## src/rtl/up_tpl_adc_pn_stats_pkg.sv

```systemverilog
// Shared definitions for the TPL ADC PN-monitor statistics bank.
// It holds the register offsets within the page, the CONTROL bit indices,
// the VERSION readback value, and the control bundle that the top sends to
// every channel.
package up_tpl_adc_pn_stats_pkg;

    // Register offsets (low byte of the word address)
    localparam logic [7:0] REG_VERSION    = 8'h00;
    localparam logic [7:0] REG_CONTROL    = 8'h01;
    localparam logic [7:0] REG_STICKY_ERR = 8'h02;
    localparam logic [7:0] REG_STICKY_OOS = 8'h03;
    localparam logic [7:0] REG_IRQ_MASK   = 8'h04;
    localparam logic [7:0] REG_SNAP_BASE  = 8'h10;

    // CONTROL register bit positions
    localparam int CTRL_COUNT_EN  = 0;
    localparam int CTRL_SNAPSHOT  = 1;
    localparam int CTRL_CLEAR_ALL = 2;

    localparam logic [31:0] VERSION_VALUE = 32'h0001_0061;

    // Control broadcast from the register block to every channel.
    // snapshot and clear_all are single-cycle strobes.
    typedef struct packed {
        logic count_en;
        logic snapshot;
        logic clear_all;
    } chan_ctrl_t;

endpackage

```

## src/rtl/up_tpl_adc_pn_stats_channel.sv

```systemverilog
// One channel of the PN statistics bank. The top generates one instance per
// channel.
//
// Contents:
//   - pn_oos rising-edge detector
//   - saturating live/snapshot counters for error cycles and OOS events
//   - sticky_err / sticky_oos status bits
//
// Ports:
//   up_clk, up_rstn    clock and asynchronous active-low reset
//   pn_err, pn_oos     PN monitor levels, already in the up_clk domain
//   ctrl               count_en level plus the snapshot/clear_all strobes
//   w1c_err, w1c_oos   write-one-to-clear strobes for the sticky bits
//   err_snap, oos_snap snapshot counter values
//   sticky_err/oos     sticky status bits
module up_tpl_adc_pn_stats_channel
    import up_tpl_adc_pn_stats_pkg::*;
#(
    parameter int COUNTER_WIDTH = 16
) (
    input  logic                     up_clk,
    input  logic                     up_rstn,
    input  logic                     pn_err,
    input  logic                     pn_oos,
    input  chan_ctrl_t               ctrl,
    input  logic                     w1c_err,
    input  logic                     w1c_oos,
    output logic [COUNTER_WIDTH-1:0] err_snap,
    output logic [COUNTER_WIDTH-1:0] oos_snap,
    output logic                     sticky_err,
    output logic                     sticky_oos
);

    localparam logic [COUNTER_WIDTH-1:0] CNT_MAX = '1;
    localparam logic [COUNTER_WIDTH-1:0] CNT_ONE = {{(COUNTER_WIDTH-1){1'b0}}, 1'b1};

    logic                     oos_prev_reg;
    logic [COUNTER_WIDTH-1:0] err_live_reg, err_live_next;
    logic [COUNTER_WIDTH-1:0] oos_live_reg, oos_live_next;
    logic [COUNTER_WIDTH-1:0] err_snap_reg, err_snap_next;
    logic [COUNTER_WIDTH-1:0] oos_snap_reg, oos_snap_next;
    logic                     sticky_err_reg, sticky_err_next;
    logic                     sticky_oos_reg, sticky_oos_next;

    logic err_hit;
    logic err_inc;
    logic oos_rise;

    // While out of sync, error indications are meaningless and are ignored.
    assign err_hit  = pn_err & ~pn_oos;
    assign err_inc  = ctrl.count_en & err_hit;
    // Loss-of-lock events are counted even while counting is disabled.
    assign oos_rise = pn_oos & ~oos_prev_reg;

    always_comb begin
        err_live_next   = err_live_reg;
        oos_live_next   = oos_live_reg;
        err_snap_next   = err_snap_reg;
        oos_snap_next   = oos_snap_reg;
        sticky_err_next = sticky_err_reg;
        sticky_oos_next = sticky_oos_reg;

        if (ctrl.clear_all) begin
            // clear_all overrides everything: increments, sticky sets, snapshot
            err_live_next   = '0;
            oos_live_next   = '0;
            err_snap_next   = '0;
            oos_snap_next   = '0;
            sticky_err_next = 1'b0;
            sticky_oos_next = 1'b0;
        end else begin
            if (ctrl.snapshot) begin
                // A coincident event is carried into the fresh live count so
                // that nothing is lost across the snapshot boundary.
                err_snap_next = err_live_reg;
                oos_snap_next = oos_live_reg;
                err_live_next = err_inc  ? CNT_ONE : '0;
                oos_live_next = oos_rise ? CNT_ONE : '0;
            end else begin
                if (err_inc && (err_live_reg != CNT_MAX))
                    err_live_next = err_live_reg + CNT_ONE;
                if (oos_rise && (oos_live_reg != CNT_MAX))
                    oos_live_next = oos_live_reg + CNT_ONE;
            end

            // A set takes priority over a simultaneous W1C.
            if (err_hit)
                sticky_err_next = 1'b1;
            else if (w1c_err)
                sticky_err_next = 1'b0;

            if (oos_rise)
                sticky_oos_next = 1'b1;
            else if (w1c_oos)
                sticky_oos_next = 1'b0;
        end
    end

    always_ff @(posedge up_clk or negedge up_rstn) begin
        if (!up_rstn) begin
            oos_prev_reg   <= 1'b0;
            err_live_reg   <= '0;
            oos_live_reg   <= '0;
            err_snap_reg   <= '0;
            oos_snap_reg   <= '0;
            sticky_err_reg <= 1'b0;
            sticky_oos_reg <= 1'b0;
        end else begin
            oos_prev_reg   <= pn_oos;
            err_live_reg   <= err_live_next;
            oos_live_reg   <= oos_live_next;
            err_snap_reg   <= err_snap_next;
            oos_snap_reg   <= oos_snap_next;
            sticky_err_reg <= sticky_err_next;
            sticky_oos_reg <= sticky_oos_next;
        end
    end

    assign err_snap   = err_snap_reg;
    assign oos_snap   = oos_snap_reg;
    assign sticky_err = sticky_err_reg;
    assign sticky_oos = sticky_oos_reg;

endmodule

```

## src/rtl/up_tpl_adc_pn_stats.sv

```systemverilog
// PN-monitor statistics bank for the JESD204 TPL ADC register map.
// It sits on the up_wreq/up_rreq bus as one more slave whose rdata/acks are
// OR-combined upstream, so it drives zeros whenever it is not acking.
//
// Ports:
//   up_clk, up_rstn            bus/counting clock and async active-low reset
//   pn_err, pn_oos             per-channel PN monitor levels (up_clk domain)
//   up_wreq/up_waddr/up_wdata  write request, one-cycle pulse
//   up_wack                    write acknowledge, one cycle after the request
//   up_rreq/up_raddr           read request, one-cycle pulse
//   up_rdata/up_rack           registered read data and acknowledge
//   up_irq                     level interrupt: masked OR of the sticky bits
module up_tpl_adc_pn_stats
    import up_tpl_adc_pn_stats_pkg::*;
#(
    parameter int          NUM_CHANNELS  = 4,
    parameter int          COUNTER_WIDTH = 16,
    parameter logic [5:0]  COMMON_ID     = 6'h3
) (
    input  logic                    up_clk,
    input  logic                    up_rstn,
    input  logic [NUM_CHANNELS-1:0] pn_err,
    input  logic [NUM_CHANNELS-1:0] pn_oos,
    input  logic                    up_wreq,
    input  logic [13:0]             up_waddr,
    input  logic [31:0]             up_wdata,
    output logic                    up_wack,
    input  logic                    up_rreq,
    input  logic [13:0]             up_raddr,
    output logic [31:0]             up_rdata,
    output logic                    up_rack,
    output logic                    up_irq
);

    logic                    wr_sel;
    logic                    rd_sel;
    logic [7:0]              wr_off;
    logic [7:0]              rd_off;
    logic [7:0]              snap_idx;
    logic                    wr_control;

    logic                    count_en_reg;
    logic [NUM_CHANNELS-1:0] irq_mask_reg;
    logic                    wack_reg;
    logic                    rack_reg;
    logic [31:0]             rdata_reg, rdata_next;
    logic                    irq_reg;

    chan_ctrl_t              chan_ctrl;
    logic [NUM_CHANNELS-1:0] w1c_err_vec;
    logic [NUM_CHANNELS-1:0] w1c_oos_vec;
    logic [NUM_CHANNELS-1:0] sticky_err_vec;
    logic [NUM_CHANNELS-1:0] sticky_oos_vec;
    logic [COUNTER_WIDTH-1:0] err_snap_arr [NUM_CHANNELS];
    logic [COUNTER_WIDTH-1:0] oos_snap_arr [NUM_CHANNELS];

    // Not every write-data bit maps to a register field.
    logic unused_wdata;
    assign unused_wdata = ^up_wdata;

    // ------------------------------------------------------------------
    // Address decode
    // ------------------------------------------------------------------
    assign wr_sel     = up_wreq && (up_waddr[13:8] == COMMON_ID);
    assign rd_sel     = up_rreq && (up_raddr[13:8] == COMMON_ID);
    assign wr_off     = up_waddr[7:0];
    assign rd_off     = up_raddr[7:0];
    assign wr_control = wr_sel && (wr_off == REG_CONTROL);

    // clear_all dominates, so writing snapshot and clear together is a clear.
    assign chan_ctrl.count_en  = count_en_reg;
    assign chan_ctrl.clear_all = wr_control & up_wdata[CTRL_CLEAR_ALL];
    assign chan_ctrl.snapshot  = wr_control & up_wdata[CTRL_SNAPSHOT]
                                            & ~up_wdata[CTRL_CLEAR_ALL];

    assign w1c_err_vec = (wr_sel && (wr_off == REG_STICKY_ERR)) ?
                         up_wdata[NUM_CHANNELS-1:0] : '0;
    assign w1c_oos_vec = (wr_sel && (wr_off == REG_STICKY_OOS)) ?
                         up_wdata[NUM_CHANNELS-1:0] : '0;

    // ------------------------------------------------------------------
    // Channels
    // ------------------------------------------------------------------
    for (genvar gi = 0; gi < NUM_CHANNELS; gi++) begin : g_chan
        up_tpl_adc_pn_stats_channel #(
            .COUNTER_WIDTH (COUNTER_WIDTH)
        ) u_chan (
            .up_clk     (up_clk),
            .up_rstn    (up_rstn),
            .pn_err     (pn_err[gi]),
            .pn_oos     (pn_oos[gi]),
            .ctrl       (chan_ctrl),
            .w1c_err    (w1c_err_vec[gi]),
            .w1c_oos    (w1c_oos_vec[gi]),
            .err_snap   (err_snap_arr[gi]),
            .oos_snap   (oos_snap_arr[gi]),
            .sticky_err (sticky_err_vec[gi]),
            .sticky_oos (sticky_oos_vec[gi])
        );
    end

    // ------------------------------------------------------------------
    // Readback mux
    // ------------------------------------------------------------------
    // Snapshot registers are interleaved: even offsets give the error count,
    // odd offsets give the OOS count. Offsets below SNAP_BASE wrap to large
    // values and never match a channel index.
    assign snap_idx = rd_off - REG_SNAP_BASE;

    always_comb begin
        rdata_next = '0;
        if (rd_sel) begin
            case (rd_off)
                REG_VERSION:    rdata_next = VERSION_VALUE;
                REG_CONTROL:    rdata_next = {31'd0, count_en_reg};
                REG_STICKY_ERR: rdata_next = 32'(sticky_err_vec);
                REG_STICKY_OOS: rdata_next = 32'(sticky_oos_vec);
                REG_IRQ_MASK:   rdata_next = 32'(irq_mask_reg);
                default: begin
                    for (int ch = 0; ch < NUM_CHANNELS; ch++) begin
                        if (snap_idx[7:1] == 7'(ch))
                            rdata_next = snap_idx[0] ? 32'(oos_snap_arr[ch])
                                                     : 32'(err_snap_arr[ch]);
                    end
                end
            endcase
        end
    end

    // ------------------------------------------------------------------
    // Registers, acks and interrupt
    // ------------------------------------------------------------------
    always_ff @(posedge up_clk or negedge up_rstn) begin
        if (!up_rstn) begin
            count_en_reg <= 1'b1;
            irq_mask_reg <= '0;
            wack_reg     <= 1'b0;
            rack_reg     <= 1'b0;
            rdata_reg    <= '0;
            irq_reg      <= 1'b0;
        end else begin
            wack_reg  <= wr_sel;
            rack_reg  <= rd_sel;
            rdata_reg <= rdata_next;
            if (wr_control)
                count_en_reg <= up_wdata[CTRL_COUNT_EN];
            if (wr_sel && (wr_off == REG_IRQ_MASK))
                irq_mask_reg <= up_wdata[NUM_CHANNELS-1:0];
            irq_reg <= |((sticky_err_vec | sticky_oos_vec) & irq_mask_reg);
        end
    end

    assign up_wack  = wack_reg;
    assign up_rack  = rack_reg;
    assign up_rdata = rdata_reg;
    assign up_irq   = irq_reg;

endmodule
```

## config.mk

```make
export PLATFORM = sky130hd
export DESIGN_NAME = up_tpl_adc_pn_stats
export DESIGN_NICKNAME = d
export VERILOG_FILES = /design/src/rtl/up_tpl_adc_pn_stats_pkg.sv /design/src/rtl/up_tpl_adc_pn_stats_channel.sv /design/src/rtl/up_tpl_adc_pn_stats.sv
export SDC_FILE = /design/constraint.sdc
export NUM_CORES = 1
export LEC_CHECK = 0
export BUFFER_PORTS_ARGS = -buffer_cell sky130_fd_sc_hd__buf_2
export CAP_MARGIN = 10
export CORE_ASPECT_RATIO = 0.8
export CORE_UTILIZATION = 30
export DETAILED_ROUTE_END_ITERATION = 8
export GPL_TIMING_DRIVEN = 0
export MAX_ROUTING_LAYER = met4
export SYNTH_ARGS = -nofsm -noshare
export SYNTH_HDL_FRONTEND = slang
export SYNTH_SLANG_ARGS = --single-unit
```

## constraint.sdc

```tcl
create_clock -name up_clk -period 3.92 [get_ports up_clk]
set_clock_uncertainty 0.15 [all_clocks]
set_input_delay 0 -clock up_clk [delete_from_list [all_inputs] [get_ports up_clk]]
set_output_delay 0 -clock up_clk [all_outputs]
set_load 0.01 [all_outputs]
```

==> impl_metrics.tcl, run 1 <==
set metrics [dict create \
    wirelength_um 43200 \
    critical_path.cell_chain "dlygate4sd3_1, buf_2, or4b_4, dlygate4sd3_1, nor4b_1, nand3_1, a21oi_1, dlygate4sd3_1, nor2_1, dlygate4sd3_1" \
    netlist_top_cells_area "dfrtp_1, a22o_1, mux4_2, nor2_1, xnor2_1" \
    ff2ff_path_depth 6 \
    wire_per_inst_um 20.7 \
    row_count 70 \
    fin_crit_sh 0.950 \
    maxCapViolations 0 \
    syn-cell-area_um2 14200 \
    grt_max_degree 119 \
    critical_path_class "in2reg" \
    critPathSlowestCell "nor4b_1" \
    relSlewSlack 0.209 \
    place_ws_ns 0.592 \
    post-cts-setup-buffers 0 \
    netSwitchingFraction 0.258 \
    startpoint "up_waddr[13]" \
    fin_crit_ns 3.73 \
    path_delay_family "buffers and inverters" \
    finalNetCount 1533 \
    clockBufferDepth 3 \
    vias 11300 \
    crit_path_max_incr_delay_ns 0.70 \
    final_layout_size_suffix_gt1_frac 0.143 \
    io_pins 107 \
    powerDensity_nw_per_um2 399 \
    drt-pass1-iter-count 8 \
    worst_r2r_endpoint "g_chan[3].u_chan.err_live_reg[14]" \
    end_kind "flip-flop" \
    start_util 0.307 \
    grtUsageTotal 0.186 \
    clk_latency_ns 0.59 \
    cellLeakagePower_nw 7.43 \
    p_comb_frac 0.078 \
    clk_pin_slew_ns 0.06 \
    p_int_w 0.00498 \
    endpoint "g_chan[1].u_chan.sticky_err" \
    synth_top_area_frac 0.516 \
    place_inst 1977 \
    fin_cells 2083 \
    r2r-start "count_en_reg" \
    rsz0062_at_grt "no" \
    timing.final.ws_setup_ns 0.194 \
    crit_fanout 4 \
    p_switching_w 0.00174 \
    cp-start-kind "primary input" \
    cts_buffers 31 \
    vias_per_cell 5.42 \
    grt.overflow.total 0 \
    arrival_ns 4.04 \
    hold_buffers 52 \
    yosysUniqueCellTypes 62 \
    path_depth 10 \
    port_buffers 62 \
    p_seq_frac 0.501 \
    grt_pass1_vias 10800 \
    synth_largest_area_cell "dfrtp_1" \
    worst_slew_pin_slew_ns 1.19 \
    synth-seq-area-share 0.518 \
    antenna_found_initial 1 \
    layout_commonest_cell "dfrtp_1" \
    regToRegSetupSlack_ns 1.04 \
    report.final.hold_viol_count 0 \
    syn_to_final_growth_pct 19.1 \
    cts_root_buf "clkbuf_16" \
    drc 0 \
    cts_resized 0 \
    cp_num_buf_inv 5 \
    dpl.hpwl_um 31500 \
    min_path_type "in2reg" \
    cts.sinks 293 \
    syn_inst 1285 \
    finalPower_w 0.00672 \
    h-tree-depth 1 \
    synth_edf_count 0 \
    ir_drop_mv 0.333 \
    crit_required_ns 4.24 \
    n_antenna_cell 0 \
    synth_seq_cells 293 \
    drv_slew 0 \
    core_um2 46200 \
    async_reset_ff_frac 1.00 \
    ys_warn_count 0 \
    place.gp.congestion 0.928 \
    die_w_um 245 \
    cts_tree "yes" \
    ant_nets 0 \
    avgSynthCellArea_um2 11.0 \
    setup_violations 0 \
    die-area_um2 48100 \
    crit_top_cell "dlygate4sd3_1" \
    layout_common_cells "dfrtp_1, nor2_1, a22o_1" \
    drtIter0Drc 1181 \
    status "completed" \
    die_h_um 196 \
    ys.flop_type "dfrtp_1" \
    grt_pass1_wl_um 66400 \
    clock.fmax_ghz 0.268 \
    power.clock.fraction 0.421 \
]
[synth_stat cells, types with 13 or more instances]
library cell and number:
a211oi_1 14, a21oi_1 50, a22o_1 128, and3_1 20, and4_1 16, buf_2 22
buf_4 15, clkbuf_1 32, dfrtp_1 292, inv_1 18, mux2_2 13, mux2i_1 16
mux4_2 25, nand2_1 67, nand3_1 49, nand4_1 34, nor2_1 128, nor2b_1 13
nor3_1 25, nor4_1 16, o211ai_1 16, o21ai_0 34, or3_1 19, xnor2_1 51
xor2_1 40
[logic make-up after synthesis]
family	share of synthesized area
AOI/OAI and AO/OA	0.154
xor gates and xnor gates	0.0563
adders and majority gates	0.00884
buffers and inverters	0.0396
DFF	0.518
muxes	0.0614
other	0.000265
and+or+nand+nor	0.162
[layout make-up]
class	count	area (µm²)
buffer	86	489
fill	4498	29300
sequential	293	7330
clock buffer	47	916
tap	612	766
clock inverter	6	37.5
timing repair buffer	119	927
multi-input combinational	901	6320
inverter	19	71.3
[per-layer routing]
metal	vias to the layer above	wire length, µm	GRT usage
li1	5074	-	-
met1	5670	21000	0.283
met2	471	17200	0.240
met3	69	4130	0.0517
met4	0	877	0.0387
met5	-	0	-
[worst reg2reg max path, cell delays in order, from the launching register on]
cell and delay, ns:
dfstp_2 0.52, clkbuf_1 0.55, nand3b_1 0.21, nor3_1 0.72
nand2_1 0.14, or3_1 0.37, a21oi_1 0.14
[per-stage QoR]
step	util	hold WS [ns]	area (µm²)	setup TNS [ns]
after floorplan	-	-0.446	14200	0
after global placement	0.331	0.0425	15300	-811.68
after detailed placement	0.333	-0.0262	15400	0
after CTS	0.365	0.000921	16900	0
after global routing	0.365	0.0454	16900	0
final	0.365	0.0312	16900	0
[power groups by stage]
stage	combinational, W	sequential, W	clock [W]
after global routing	0.000587	0.00339	0.00298
after global placement	0.000472	0.00341	0
after detailed placement	0.000492	0.00341	0
final	0.000523	0.00337	0.00283
after floorplan	0.000326	0.00334	0
after CTS	0.000524	0.00336	0.00287
[worst min-delay path by stage]
stage                           start                               end  slack [ns]  cells past startpoint
after floorplan               up_rstn  g_chan[0].u_chan.err_live_reg[0]       -0.45                      0
after global placement      pn_oos[3]     g_chan[3].u_chan.oos_prev_reg        0.04                      1
after detailed placement      up_rstn                       up_rdata[5]       -0.03                      1
after CTS                 up_waddr[8]  g_chan[1].u_chan.oos_live_reg[0]      0.0009                      5
after global routing        pn_oos[1]     g_chan[1].u_chan.oos_prev_reg        0.05                      2
final                     up_waddr[8]  g_chan[1].u_chan.oos_live_reg[0]        0.03                      5
Power figures use the tool's default switching activity.
==> run 2, diff against run 1 <==
REMOVE_ABC_BUFFERS = 1   (was unset)
==> run 2 against run 1 <==
  * Maximum frequency is 0.87% higher
  * Combinational power is 3% lower
  * Die area stayed put
  * Worst setup slack better by 0.032 ns
  * Power is 5.5% higher
  * Flip-flop and latch count stayed put
  * Via count is 6.3% lower
  * First-iteration DRC count is 3.8% higher
  * Critical path type unchanged
  * Critical endpoint is now g_chan[2].u_chan.oos_snap[9]
==> impl_metrics.tcl, run 2 (synthesized netlist as in run 1, its figures left out) <==
set metrics [dict create \
    cts_tree "yes" \
    finalPower_w 0.00709 \
    setup_violations 0 \
    h-tree-depth 1 \
    grt_max_degree 118 \
    wirelength_um 37900 \
    worst_slew_pin_slew_ns 1.24 \
    status "completed" \
    cellLeakagePower_nw 7.25 \
    cts.sinks 293 \
    grt_pass1_vias 10100 \
    end_kind "flip-flop" \
    rsz0062_at_grt "no" \
    multi_input_area_um2 6350 \
    crit_required_ns 4.28 \
    start_util 0.307 \
    clock.fmax_ghz 0.271 \
    dpl.hpwl_um 26100 \
    core_um2 46200 \
    maxCapViolations 0 \
    wire_per_inst_um 18.9 \
    post-cts-setup-buffers 0 \
    place.gp.congestion 0.818 \
    drv_slew 0 \
    powerDensity_nw_per_um2 425 \
    ir_drop_mv 0.316 \
    cp-start-kind "primary input" \
    final_layout_size_suffix_gt1_frac 0.132 \
    seq_area_um2 7330 \
    row_count 70 \
    grt.overflow.total 0 \
    drc 0 \
    layout_commonest_cell "dfrtp_1" \
    place_inst 1899 \
    die_h_um 196 \
    clk_latency_ns 0.58 \
    drtIter0Drc 1226 \
    grt_pass1_wl_um 60200 \
    die-area_um2 48100 \
    fin_crit_ns 3.69 \
    die_w_um 245 \
    syn_to_final_growth_pct 18.0 \
    cts_root_buf "clkbuf_16" \
    clockBufferDepth 3 \
    n_antenna_cell 0 \
    min_path_type "in2reg" \
    antenna_found_initial 2 \
    cts_buffers 30 \
    io_pins 107 \
    critical_path_class "in2reg" \
    arrival_ns 4.05 \
    clk_pin_slew_ns 0.06 \
    crit_fanout 34 \
    drt-pass1-iter-count 6 \
    regToRegSetupSlack_ns 0.96 \
    fin_crit_sh 0.942 \
    n_fill_cell 4472 \
    grtUsageTotal 0.164 \
    fin_cells 2003 \
    vias 10600 \
    report.final.hold_viol_count 0 \
    vias_per_cell 5.28 \
    relSlewSlack 0.159 \
    ant_nets 0 \
    layout_common_cells "dfrtp_1, a22o_1, nor2_1" \
    port_buffers 63 \
    finalNetCount 1449 \
]
==> run 2: cell count changes in the layout (fill, tap and decap cells not counted), moves of 4 or more <==
cell / delta
buf_1: -6
buf_12: +4
buf_2: -23
buf_4: -13
buf_6: -12
bufinv_16: +7
clkbuf_1: -38
clkbuf_8: -4
clkinvlp_4: +4
dlygate4sd3_1: -4
==> run 2: report_power, final <==
| part | leakage (nW) | switching [W] | internal [W] |
|---|---|---|---|
| registers | 3.96 | 0.000204 | 0.00316 |
| logic | 2.75 | 0.000284 | 0.000222 |
| clock network | 0.544 | 0.00125 | 0.00198 |
==> run 2: final timing paths <==
| path | startpoint | end | cells after the start |
|---|---|---|---|
| worst max register to register | g_chan[3].u_chan.err_live_reg[5] | g_chan[3].u_chan.err_live_reg[15] | 5 |
| min in group asynchronous | up_rstn | g_chan[0].u_chan.err_snap[12] | 4 |
| worst min register to register | g_chan[0].u_chan.oos_snap[11] | g_chan[0].u_chan.oos_snap[11] | 1 |
| worst max-delay path | up_waddr[10] | g_chan[2].u_chan.oos_snap[9] | 9 |
| max in group asynchronous | up_rstn | g_chan[3].u_chan.err_live_reg[3] | 4 |
| worst min-delay path | pn_oos[2] | g_chan[2].u_chan.oos_prev_reg | 2 |
==> run 2: final cells by class <==
cell class,count,area share
timing repair buffer,122,0.0634
multi-input combinational,901,0.380
clock buffer,37,0.0502
sequential,293,0.439
clock inverter,19,0.0170
tap,612,0.0459
inverter,19,0.00427
==> run 2: metrics by stage <==
stage | setup WS, ns | setup TNS, ns | util | instance area [µm²] | hold WS (ns)
floorplan | -2.24 | -408.60 | - | 13700 | -0.446
global placement | -5.74 | -2009.60 | 0.321 | 14800 | 0.0401
detailed placement | -0.0302 | -0.761 | 0.327 | 15100 | -0.151
CTS | 0.164 | 0 | 0.362 | 16700 | 0.0170
global route | 0.0909 | 0 | 0.362 | 16700 | 0.0468
finish | 0.227 | 0 | 0.362 | 16700 | 0.0559
==> run 2: repair_timing <==
action,in CTS,in global routing
gates resized for setup,0,1
setup endpoints to repair,0,2
hold endpoints to repair,386,0
hold buffers,48,0
==> run 2: critical path, stage by stage <==
cell,delay [ns]
dlygate4sd3_1,0.53
buf_2,0.12
or4b_4,0.54
nor4_4,0.37
nand3_1,0.74
nor2_4,1.04
buf_12,0.30
buf_12,0.22
a22o_1,0.15
==> run 2: routing by layer <==
| layer | vias up | share of wire | global-route usage |
|---|---|---|---|
| li1 | 4929 | - | - |
| met1 | 5299 | 0.51 | 0.257 |
| met2 | 304 | 0.40 | 0.211 |
| met3 | 45 | 0.074 | 0.0358 |
| met4 | 0 | 0.018 | 0.0326 |
| met5 | - | 0 | - |
